<file path="config.mk">
export PLATFORM = sky130hd
export DESIGN_NAME = hilo_mdu
export DESIGN_NICKNAME = d
export VERILOG_FILES = /design/src/rtl/hilo_pkg.sv /design/src/rtl/hilo_mdu_div_core.sv /design/src/rtl/hilo_mdu.sv
export SDC_FILE = /design/constraint.sdc
export NUM_CORES = 2
export LEC_CHECK = 0
export CORE_MARGIN = 4
export CORE_UTILIZATION = 50
export DETAILED_ROUTE_END_ITERATION = 8
export PLACE_DENSITY = 0.66
export REMOVE_ABC_BUFFERS = 1
export SLEW_MARGIN = 20
export SYNTH_ARGS = -nofsm -noshare
export SYNTH_HDL_FRONTEND = slang
export SYNTH_SLANG_ARGS = --single-unit
</file>
<file path="constraint.sdc">
create_clock -name clk -period 13.26 [get_ports clk]
set_input_delay 2.652 -clock clk [delete_from_list [all_inputs] [get_ports clk]]
set_output_delay 2.652 -clock clk [all_outputs]
set_load 0.03 [all_outputs]
</file>
<file path="src/rtl/hilo_pkg.sv">
// Shared types and opcode classifiers for the HI/LO multiply/divide unit.
package hilo_pkg;

    typedef enum logic [3:0] {
        OP_MULT  = 4'd0,
        OP_MULTU = 4'd1,
        OP_DIV   = 4'd2,
        OP_DIVU  = 4'd3,
        OP_MADD  = 4'd4,
        OP_MADDU = 4'd5,
        OP_MSUB  = 4'd6,
        OP_MSUBU = 4'd7,
        OP_MTHI  = 4'd8,
        OP_MTLO  = 4'd9
    } op_t;

    typedef enum logic [1:0] {
        ST_IDLE = 2'd0,
        ST_MUL  = 2'd1,
        ST_DIV  = 2'd2,
        ST_FIX  = 2'd3
    } state_t;

    function automatic logic is_mul(input op_t op);
        case (op)
            OP_MULT, OP_MULTU, OP_MADD, OP_MADDU, OP_MSUB, OP_MSUBU: is_mul = 1'b1;
            default:                                                is_mul = 1'b0;
        endcase
    endfunction

    function automatic logic is_div(input op_t op);
        case (op)
            OP_DIV, OP_DIVU: is_div = 1'b1;
            default:         is_div = 1'b0;
        endcase
    endfunction

    function automatic logic is_signed(input op_t op);
        case (op)
            OP_MULT, OP_DIV, OP_MADD, OP_MSUB: is_signed = 1'b1;
            default:                           is_signed = 1'b0;
        endcase
    endfunction

    function automatic logic is_acc(input op_t op);
        case (op)
            OP_MADD, OP_MADDU, OP_MSUB, OP_MSUBU: is_acc = 1'b1;
            default:                              is_acc = 1'b0;
        endcase
    endfunction

    function automatic logic is_sub(input op_t op);
        case (op)
            OP_MSUB, OP_MSUBU: is_sub = 1'b1;
            default:           is_sub = 1'b0;
        endcase
    endfunction

endpackage

</file>
<file path="src/rtl/hilo_mdu_div_core.sv">
// Iterative restoring radix-2 divider: one quotient bit per cycle on operand
// magnitudes; signs are reapplied combinationally on the held result.
module hilo_div_core #(
    parameter int WIDTH = 32
) (
    input  logic             clk,
    input  logic             rst,
    input  logic             start_i,
    input  logic             flush_i,
    input  logic             signed_i,
    input  logic [WIDTH-1:0] a_i,
    input  logic [WIDTH-1:0] b_i,
    output logic             busy_o,
    output logic             last_o,
    output logic [WIDTH-1:0] quot_o,
    output logic [WIDTH-1:0] rem_o
);

    localparam int CW = $clog2(WIDTH + 1);
    localparam logic [CW-1:0] LAST = CW'(WIDTH - 1);

    logic             run_q, run_d;
    logic [CW-1:0]    cnt_q, cnt_d;
    logic [WIDTH-1:0] q_q, q_d;
    logic [WIDTH-1:0] r_q, r_d;
    logic [WIDTH-1:0] d_q, d_d;
    logic             qneg_q, qneg_d;
    logic             rneg_q, rneg_d;

    logic             a_neg_s, b_neg_s, fits_s;
    logic [WIDTH-1:0] a_mag_s, b_mag_s, diff_s;
    logic [WIDTH:0]   shift_s;

    // Operand magnitudes and one restoring-division step.
    always_comb begin
        a_neg_s = signed_i & a_i[WIDTH-1];
        b_neg_s = signed_i & b_i[WIDTH-1];
        a_mag_s = a_neg_s ? (-a_i) : a_i;
        b_mag_s = b_neg_s ? (-b_i) : b_i;
        shift_s = {r_q, q_q[WIDTH-1]};
        fits_s  = (shift_s >= {1'b0, d_q});
        diff_s  = shift_s[WIDTH-1:0] - d_q;
    end

    // Next-state for the iteration registers.
    always_comb begin
        run_d  = run_q;
        cnt_d  = cnt_q;
        q_d    = q_q;
        r_d    = r_q;
        d_d    = d_q;
        qneg_d = qneg_q;
        rneg_d = rneg_q;
        if (start_i) begin
            run_d  = 1'b1;
            cnt_d  = '0;
            q_d    = a_mag_s;
            r_d    = '0;
            d_d    = b_mag_s;
            qneg_d = a_neg_s ^ b_neg_s;
            rneg_d = a_neg_s;
        end else if (run_q) begin
            if (flush_i) begin
                run_d = 1'b0;
            end else begin
                q_d = {q_q[WIDTH-2:0], fits_s};
                r_d = fits_s ? diff_s : shift_s[WIDTH-1:0];
                if (cnt_q == LAST) begin
                    run_d = 1'b0;
                end else begin
                    cnt_d = cnt_q + CW'(1);
                end
            end
        end else begin
            run_d = 1'b0;
        end
    end

    // Iteration state registers.
    always_ff @(posedge clk or negedge rst) begin
        if (!rst) begin
            run_q  <= 1'b0;
            cnt_q  <= '0;
            q_q    <= '0;
            r_q    <= '0;
            d_q    <= '0;
            qneg_q <= 1'b0;
            rneg_q <= 1'b0;
        end else begin
            run_q  <= run_d;
            cnt_q  <= cnt_d;
            q_q    <= q_d;
            r_q    <= r_d;
            d_q    <= d_d;
            qneg_q <= qneg_d;
            rneg_q <= rneg_d;
        end
    end

    assign busy_o = run_q;
    assign last_o = run_q && (cnt_q == LAST);
    // MIN / -1 wraps back to MIN here, which is the architected result.
    assign quot_o = qneg_q ? (-q_q) : q_q;
    assign rem_o  = rneg_q ? (-r_q) : r_q;

endmodule

</file>
<file path="src/rtl/hilo_mdu.sv">
// HI/LO special registers plus the multi-cycle multiply/accumulate/divide
// datapath that updates them; issued from EX through a valid/ready handshake.
module hilo_mdu
    import hilo_pkg::*;
#(
    parameter int WIDTH      = 32,
    parameter int MUL_STAGES = 2,
    parameter int ACC_EN     = 1
) (
    input  logic             clk,
    input  logic             rst,
    input  logic             req_valid,
    output logic             req_ready,
    input  logic [3:0]       req_op,
    input  logic [WIDTH-1:0] src_a,
    input  logic [WIDTH-1:0] src_b,
    input  logic             flush,
    output logic             busy,
    output logic             done,
    output logic             div_zero,
    output logic [WIDTH-1:0] hi_o,
    output logic [WIDTH-1:0] lo_o
);

    localparam int PW = 2 * WIDTH;
    localparam logic [2:0] MUL_LAST = 3'(MUL_STAGES - 1);

    state_t           state_q, state_d;
    op_t              op_q, op_d;
    logic [WIDTH-1:0] a_q, a_d, b_q, b_d;
    logic [2:0]       cnt_q, cnt_d;
    logic [WIDTH-1:0] hi_q, hi_d, lo_q, lo_d;
    logic             done_q, done_d;
    logic             dz_q, dz_d;
    logic             bz_q, bz_d;

    op_t              req_op_s;
    logic             accept_s;
    logic [PW-1:0]    ext_a_s, ext_b_s, prod_s, mul_res_s, mul_wr_s;
    logic             div_busy_s, div_last_s;
    logic [WIDTH-1:0] div_quot_s, div_rem_s;

    assign req_op_s  = op_t'(req_op);
    assign req_ready = (state_q == ST_IDLE) && !flush;
    assign accept_s  = req_valid && req_ready;

    // Extend latched operands to full product width per signedness.
    always_comb begin
        if (is_signed(op_q)) begin
            ext_a_s = {{WIDTH{a_q[WIDTH-1]}}, a_q};
            ext_b_s = {{WIDTH{b_q[WIDTH-1]}}, b_q};
        end else begin
            ext_a_s = {{WIDTH{1'b0}}, a_q};
            ext_b_s = {{WIDTH{1'b0}}, b_q};
        end
        prod_s = ext_a_s * ext_b_s;
    end

    // Delay chain lets synthesis retime the multiplier over the MUL stages.
    generate
        if (MUL_STAGES == 1) begin : g_nopipe
            assign mul_res_s = prod_s;
        end else begin : g_pipe
            logic [MUL_STAGES-2:0][PW-1:0] pipe_q;
            // Product pipeline registers.
            always_ff @(posedge clk or negedge rst) begin
                if (!rst) begin
                    pipe_q <= '0;
                end else begin
                    pipe_q[0] <= prod_s;
                    for (int i = 1; i < MUL_STAGES - 1; i++) begin
                        pipe_q[i] <= pipe_q[i-1];
                    end
                end
            end
            assign mul_res_s = pipe_q[MUL_STAGES-2];
        end
    endgenerate

    // Value written to {HI,LO} by a mul-class op; HI/LO are stable while busy.
    always_comb begin
        if (!is_acc(op_q)) begin
            mul_wr_s = mul_res_s;
        end else if (is_sub(op_q)) begin
            mul_wr_s = {hi_q, lo_q} - mul_res_s;
        end else begin
            mul_wr_s = {hi_q, lo_q} + mul_res_s;
        end
    end

    hilo_div_core #(.WIDTH(WIDTH)) u_div (
        .clk      (clk),
        .rst      (rst),
        .start_i  (accept_s && is_div(req_op_s)),
        .flush_i  (flush),
        .signed_i (is_signed(req_op_s)),
        .a_i      (src_a),
        .b_i      (src_b),
        .busy_o   (div_busy_s),
        .last_o   (div_last_s),
        .quot_o   (div_quot_s),
        .rem_o    (div_rem_s)
    );

    // Control FSM next-state and HI/LO update.
    always_comb begin
        state_d = state_q;
        op_d    = op_q;
        a_d     = a_q;
        b_d     = b_q;
        cnt_d   = cnt_q;
        hi_d    = hi_q;
        lo_d    = lo_q;
        done_d  = 1'b0;
        dz_d    = 1'b0;
        bz_d    = bz_q;
        case (state_q)
            ST_IDLE: begin
                if (accept_s) begin
                    op_d  = req_op_s;
                    a_d   = src_a;
                    b_d   = src_b;
                    cnt_d = 3'd0;
                    bz_d  = (src_b == {WIDTH{1'b0}});
                    if (is_mul(req_op_s)) begin
                        state_d = ST_MUL;
                    end else if (is_div(req_op_s)) begin
                        state_d = ST_DIV;
                    end else if (req_op_s == OP_MTHI) begin
                        hi_d   = src_a;
                        done_d = 1'b1;
                    end else if (req_op_s == OP_MTLO) begin
                        lo_d   = src_a;
                        done_d = 1'b1;
                    end else begin
                        state_d = ST_IDLE;
                    end
                end else begin
                    state_d = ST_IDLE;
                end
            end
            ST_MUL: begin
                if (flush) begin
                    state_d = ST_IDLE;
                end else if (cnt_q == MUL_LAST) begin
                    state_d = ST_IDLE;
                    done_d  = 1'b1;
                    if (!(is_acc(op_q) && (ACC_EN == 0))) begin
                        {hi_d, lo_d} = mul_wr_s;
                    end else begin
                        {hi_d, lo_d} = {hi_q, lo_q};
                    end
                end else begin
                    cnt_d = cnt_q + 3'd1;
                end
            end
            ST_DIV: begin
                if (flush) begin
                    state_d = ST_IDLE;
                end else if (div_last_s || !div_busy_s) begin
                    state_d = ST_FIX;
                end else begin
                    state_d = ST_DIV;
                end
            end
            ST_FIX: begin
                state_d = ST_IDLE;
                if (flush) begin
                    done_d = 1'b0;
                end else if (bz_q) begin
                    done_d = 1'b1;
                    dz_d   = 1'b1;
                end else begin
                    done_d = 1'b1;
                    hi_d   = div_rem_s;
                    lo_d   = div_quot_s;
                end
            end
            default: begin
                state_d = ST_IDLE;
            end
        endcase
    end

    // Control and architectural registers.
    always_ff @(posedge clk or negedge rst) begin
        if (!rst) begin
            state_q <= ST_IDLE;
            op_q    <= OP_MULT;
            a_q     <= '0;
            b_q     <= '0;
            cnt_q   <= 3'd0;
            hi_q    <= '0;
            lo_q    <= '0;
            done_q  <= 1'b0;
            dz_q    <= 1'b0;
            bz_q    <= 1'b0;
        end else begin
            state_q <= state_d;
            op_q    <= op_d;
            a_q     <= a_d;
            b_q     <= b_d;
            cnt_q   <= cnt_d;
            hi_q    <= hi_d;
            lo_q    <= lo_d;
            done_q  <= done_d;
            dz_q    <= dz_d;
            bz_q    <= bz_d;
        end
    end

    assign busy     = (state_q != ST_IDLE);
    assign done     = done_q;
    assign div_zero = dz_q;
    assign hi_o     = hi_q;
    assign lo_o     = lo_q;

endmodule

</file>
Yosys cells after proc, flatten, opt, wreduce, memory -nomap -nowiden. Cells that the tools add are included.

Add/subtract/negate cells: 9. $mul: 1. Magnitude comparators: 1. Equal/unequal tests: 35. Muxes and demuxes: 80. Bitwise logic cells: 3. Reductions and logical operators: 28.

Operator list (count): 32-bit 2-to-1 mux (28); 64-bit 2-to-1 mux (4); 32-bit one-hot mux with 3 select lines (2); 32-bit negation (4); 64-bit adder (1); 64-bit by 64-bit multiplier with 64-bit output (1); 64-bit subtractor (1); 33-bit by 32-bit greater-or-equal comparator with 1-bit output (1); 4-bit by 3-bit equality test with 1-bit output (second input constant) (8); 32-bit logical NOT (1); 32-bit subtractor (1); 1-bit 2-to-1 mux (28); 6-bit 2-to-1 mux (4); 2-bit inequality test (second input constant) (9); 2-bit 2-to-1 mux (8); 4-bit by 2-bit equality test with 1-bit output (second input constant) (3); 4-bit OR reduction (3); 5-bit inequality test (second input constant) (2); 10-bit AND reduction (1); 3-bit 2-to-1 mux (3); 9-bit AND reduction (1); 4-bit equality test (second input constant) (2); 4-bit logical NOT (2); 2-bit by 1-bit inequality test with 1-bit output (second input constant) (4); 24 further kinds (35).

Register bits after elaboration: 309. Output and inout port bits: 68. Word-level logic and storage cells: 175.

Depth between registers and ports, before layout.
Depth in word-level cells: 12. Mapped depth: 34.

Cells and area by module. Synthesis repeated with hierarchy kept, for this count alone.

Cells, all modules: 7937. Area, all modules: 69963.4 µm².

Modules (own cells, without submodules): hilo_mdu (times used 1, cells an instance 6846, area an instance 61201.2 µm², seq. area each 5104.9 µm²); hilo_div_core (times used 1, cells an instance 1091, area an instance 8762.2 µm², seq. area each 2627.5 µm²).

Worst setup path before layout. No wires, ideal clock.

Path type: register to register. From: reg op_q[3]. To: reg g_pipe.pipe_q[61] (netlist bit). Library setup time: 69 ps. Arrival: 9477 ps. Required time: 13191 ps. Setup slack: 3714 ps. Cell stages (with the launch flop): 31. Buffers on the path: 2. Period minus slack after synthesis: 9546 ps. Cell sequence: dfrtp_1 -> nor2_1 -> and2_1 -> clkbuf_1 -> clkbuf_1 -> nand2_1 -> fa_1 -> inv_1 -> fa_1 -> fa_1 -> inv_1 -> fa_1 -> fa_1 -> inv_1 -> fa_1 -> fa_1 -> fa_1 -> fa_1 -> inv_1 -> fa_1 -> inv_1 -> ha_1 -> and2_1 -> nand3_1 -> nor3_1 -> a221o_1 -> a2111o_1 -> nand2_1 -> o41ai_1 -> or4b_2 -> nand3_1.

Word-level cells in the longest chain between the ends: 5. Elaborated cells on any way between the ends: 9. Classes of those cells: mul (1); eq/ne (3); mux (3); reduce/logical (2).

RTL lines: from (decl) (RTL line hilo_mdu.sv:29) `op_t op_q, op_d;`; from (signal assigned) (RTL line hilo_mdu.sv:200) `op_q <= op_d;`; 4-bit by 3-bit equality test with 1-bit output, or another cell as far along (RTL line hilo_pkg.sv:39) `case (op)`; 4-bit OR reduction * (RTL line hilo_pkg.sv:39); 1-bit 2-to-1 mux * (RTL line hilo_pkg.sv:39); 64-bit 2-to-1 mux (RTL line hilo_mdu.sv:49) `if (is_signed(op_q)) begin`; 64-bit by 64-bit multiplier with 64-bit output * (RTL line hilo_mdu.sv:56) `prod_s = ext_a_s * ext_b_s;`; net prod_s[61] (RTL line hilo_mdu.sv:39) `logic [PW-1:0] ext_a_s, ext_b_s, prod_s, mul_res_s, mul_wr_s;`; to (signal, indexed assignment) (RTL line hilo_mdu.sv:72) `pipe_q[i] <= pipe_q[i-1];`; to (decl) (RTL line hilo_mdu.sv:64) `logic [MUL_STAGES-2:0][PW-1:0] pipe_q;`.

The timed path passes the listed nets; every way through them passes the cells marked *. A chain may end at the register's enable or synchronous reset.

Worst setup path after layout.
From: reg op_q[3]. To: reg g_pipe.pipe_q[57] (netlist bit).

The elaborated chain is that of the path after synthesis.

==> flow_summary.toml <==
[worst_setup_path]
endpoint_kind = "register"
slowest_stage = "and2_1"
crit_buf_inv = 6
crit_top_cell = "fa_1"
arrival_ps = 11460
path_class = "register to register"
rrSetupSlack_ps = 2230
crit_required_ps = 13690
cp_top_family = "adder cells"
cp_max_fo = 14
cp-start-kind = "register"
slowest_delay_ps = 880

[clock_tree]
clock_sinks = 309
h-tree-depth = 2
cts_tree = "yes"
holdBufCountCts = 0
cts_made_buffers = 39
clk_pin_slew_ps = 60
clockRootBuffer = "clkbuf_16"
cts_max_path_buffers = 3
ctsResizeCount = 0
cts_setup_buffers = 0
clock_latency_ps = 580

[finish]
post-route-util_pct = 53.6
fin_nets = 9675
fill_cells = 12800
final_cell_mix = "inv_1 (1665), fa_1 (1421), nand2_1 (1248)"
final_cells = 9602
syn2layout_area_growth_pct = 6.27
final_common_cell = "inv_1"
drive_above_1_share_pct = 2.87

[synth]
syn_area_um2 = 69400
syn_inst = 7883
syn_area_per_cell_um2 = 8.81
ys_warn_count = 0
synth_edf_count = 0
synthFlopType = "dfrtp_1"
ys_ff_latch = 309
synth_cell_type_count = 89
synth_seq_area_share_pct = 11.1
async_flop_share_pct = 100

[placement]
place_inst = 9523
dp_hpwl_mm = 183
gp_congestion = 1.04
io_buffers = 139

[die]
die_x_um = 381
io_pins = 140
die_area_um2 = 145000
die_h_um = 381
core.rowCount = 136
initial_core_util_pct = 50.4
core_um2 = 138000

[global_routing]
grt_first_pass_wirelength_mm = 349
antenna_found_initial = 22
grt_usage_pct = 31.5
overflow = 0
grt_pass1_vias = 58200
grt_start_max_net_pins = 156

[worst_hold_path]
min_path_type = "register to register"

[drt]
viasPerCell = 5.68
drt_iter0_drc = 4534
drc = 0
num_vias = 54600
finalWirelength_mm = 225
dr.pass1.iters = 7
postRouteAntennaNets = 0
wl_per_cell_um = 23.4

[timing]
max_freq_mhz = 90.7
maxSlewHeadroom_pct = 21.8
final_hold_viol_count = 0
tns_ps = 0
rsz0062_at_grt = "no"
report.final.slew_viol_count = 0
finalSetupViolCount = 0
fin_skew_ps = 23.0
fin_crit_ps = 11030
timing.final.crit_share_pct = 83.2
tightest_slew_ps = 1170

[run_status]
status = "complete, no violations"

[flow_run]
cap_violations = 0
## tightest hold or removal path, stage by stage (launching register included)
cell and delay [ps]:
dfrtp_1 340, nand2_1 50, nand2_1 60
## layout make-up
type	instances	area [um^2]	share of cell area, %
sequential	309	7740	10.5
clock buffer	58	1190	1.61
clock inverter	10	133	0.180
timing repair buffer	243	2200	2.98
multi-input combinational	5512	54000	73.2
inverter	1666	6250	8.48
tap	1794	2240	3.04
antenna	10	25.0	0.0339
## metal layers
| metal | wire [um] | share of wire [%] | GRT usage (%) | up-vias |
|---|---|---|---|---|
| met4 | 11700 | 5.2 | 13.4 | 12 |
| met3 | 17800 | 7.9 | 5.46 | 503 |
| met2 | 107000 | 48 | 53.0 | 2141 |
| li1 | - | - | - | 23800 |
| met1 | 88000 | 39 | 40.2 | 28100 |
| met5 | 89 | 0.040 | 0 | - |
## synth_stat cells, drive strengths merged (90+ instances only)
| library cell | count | area [um^2] |
|---|---|---|
| a21oi | 300 | 1500 |
| nor2 | 292 | 1100 |
| and2 | 351 | 2200 |
| xor2 | 144 | 1260 |
| inv | 1665 | 6250 |
| nand2 | 1250 | 4690 |
| ha | 411 | 5140 |
| fa | 1421 | 28400 |
| dfrtp | 309 | 7730 |
| o21ai | 240 | 1200 |
| xnor2 | 233 | 2040 |
| clkbuf | 369 | 1400 |
| a21o | 90 | 676 |
## stage by stage
| step | area (um^2) | worst slack, ps | hold slack (ps) |
|---|---|---|---|
| after floorplan | 67900 | 3300 | 450 |
| after global placement | 72400 | 2460 | 459 |
| after detailed placement | 72400 | 2290 | 465 |
| after CTS | 73700 | 2240 | 479 |
| after global routing | 73800 | 1610 | 505 |
| final | 73800 | 2230 | 477 |
## registers in the layout, indices dropped and copies added, names as in the netlist, 2 cells and up
register and count:
u_div.cnt_q 6, g_pipe.pipe_q 64, lo_o 32, hi_o 32
a_q 32, cnt_q 3, state_q 2, op_q 4
u_div.d_q 32, u_div.r_q 32, u_div.q_q 32, b_q 32
## path summary, 6_finish.rpt
path / to / start / depth (start not counted)
max in group asynchronous: hi_o[28]$_DFFE_PN0P_ / rst / 3
worst max register to register: g_pipe.pipe_q[57]$_DFF_PN0_ / op_q[3]$_DFFE_PN0P_ / 29
min in group asynchronous: a_q[2]$_DFFE_PN0P_ / rst / 1
worst min-delay path: b_q[22]$_DFFE_PN0P_ / b_q[22]$_DFFE_PN0P_ / 2
worst max-delay path: g_pipe.pipe_q[57]$_DFF_PN0_ / op_q[3]$_DFFE_PN0P_ / 29
worst min register to register: b_q[22]$_DFFE_PN0P_ / b_q[22]$_DFFE_PN0P_ / 2
## cell families (layout without fill, tap and decap cells)
| group | after synthesis | after routing | synth area share [%] |
|---|---|---|---|
| mux | 23 | 23 | 0.333 |
| fa+ha+maj | 1835 | 1835 | 48.4 |
| xor+xnor | 377 | 377 | 4.76 |
| buf+inv | 2062 | 1977 | 11.2 |
| flops | 309 | 309 | 11.1 |
| other cells | 0 | 10 | 0 |
| compound gates | 1023 | 1023 | 9.35 |
| simple gates | 2254 | 2254 | 14.8 |
Power is left out: the tool's default activity adds up to more than one toggle a clock period on the data nets, which glitch-free logic cannot reach.
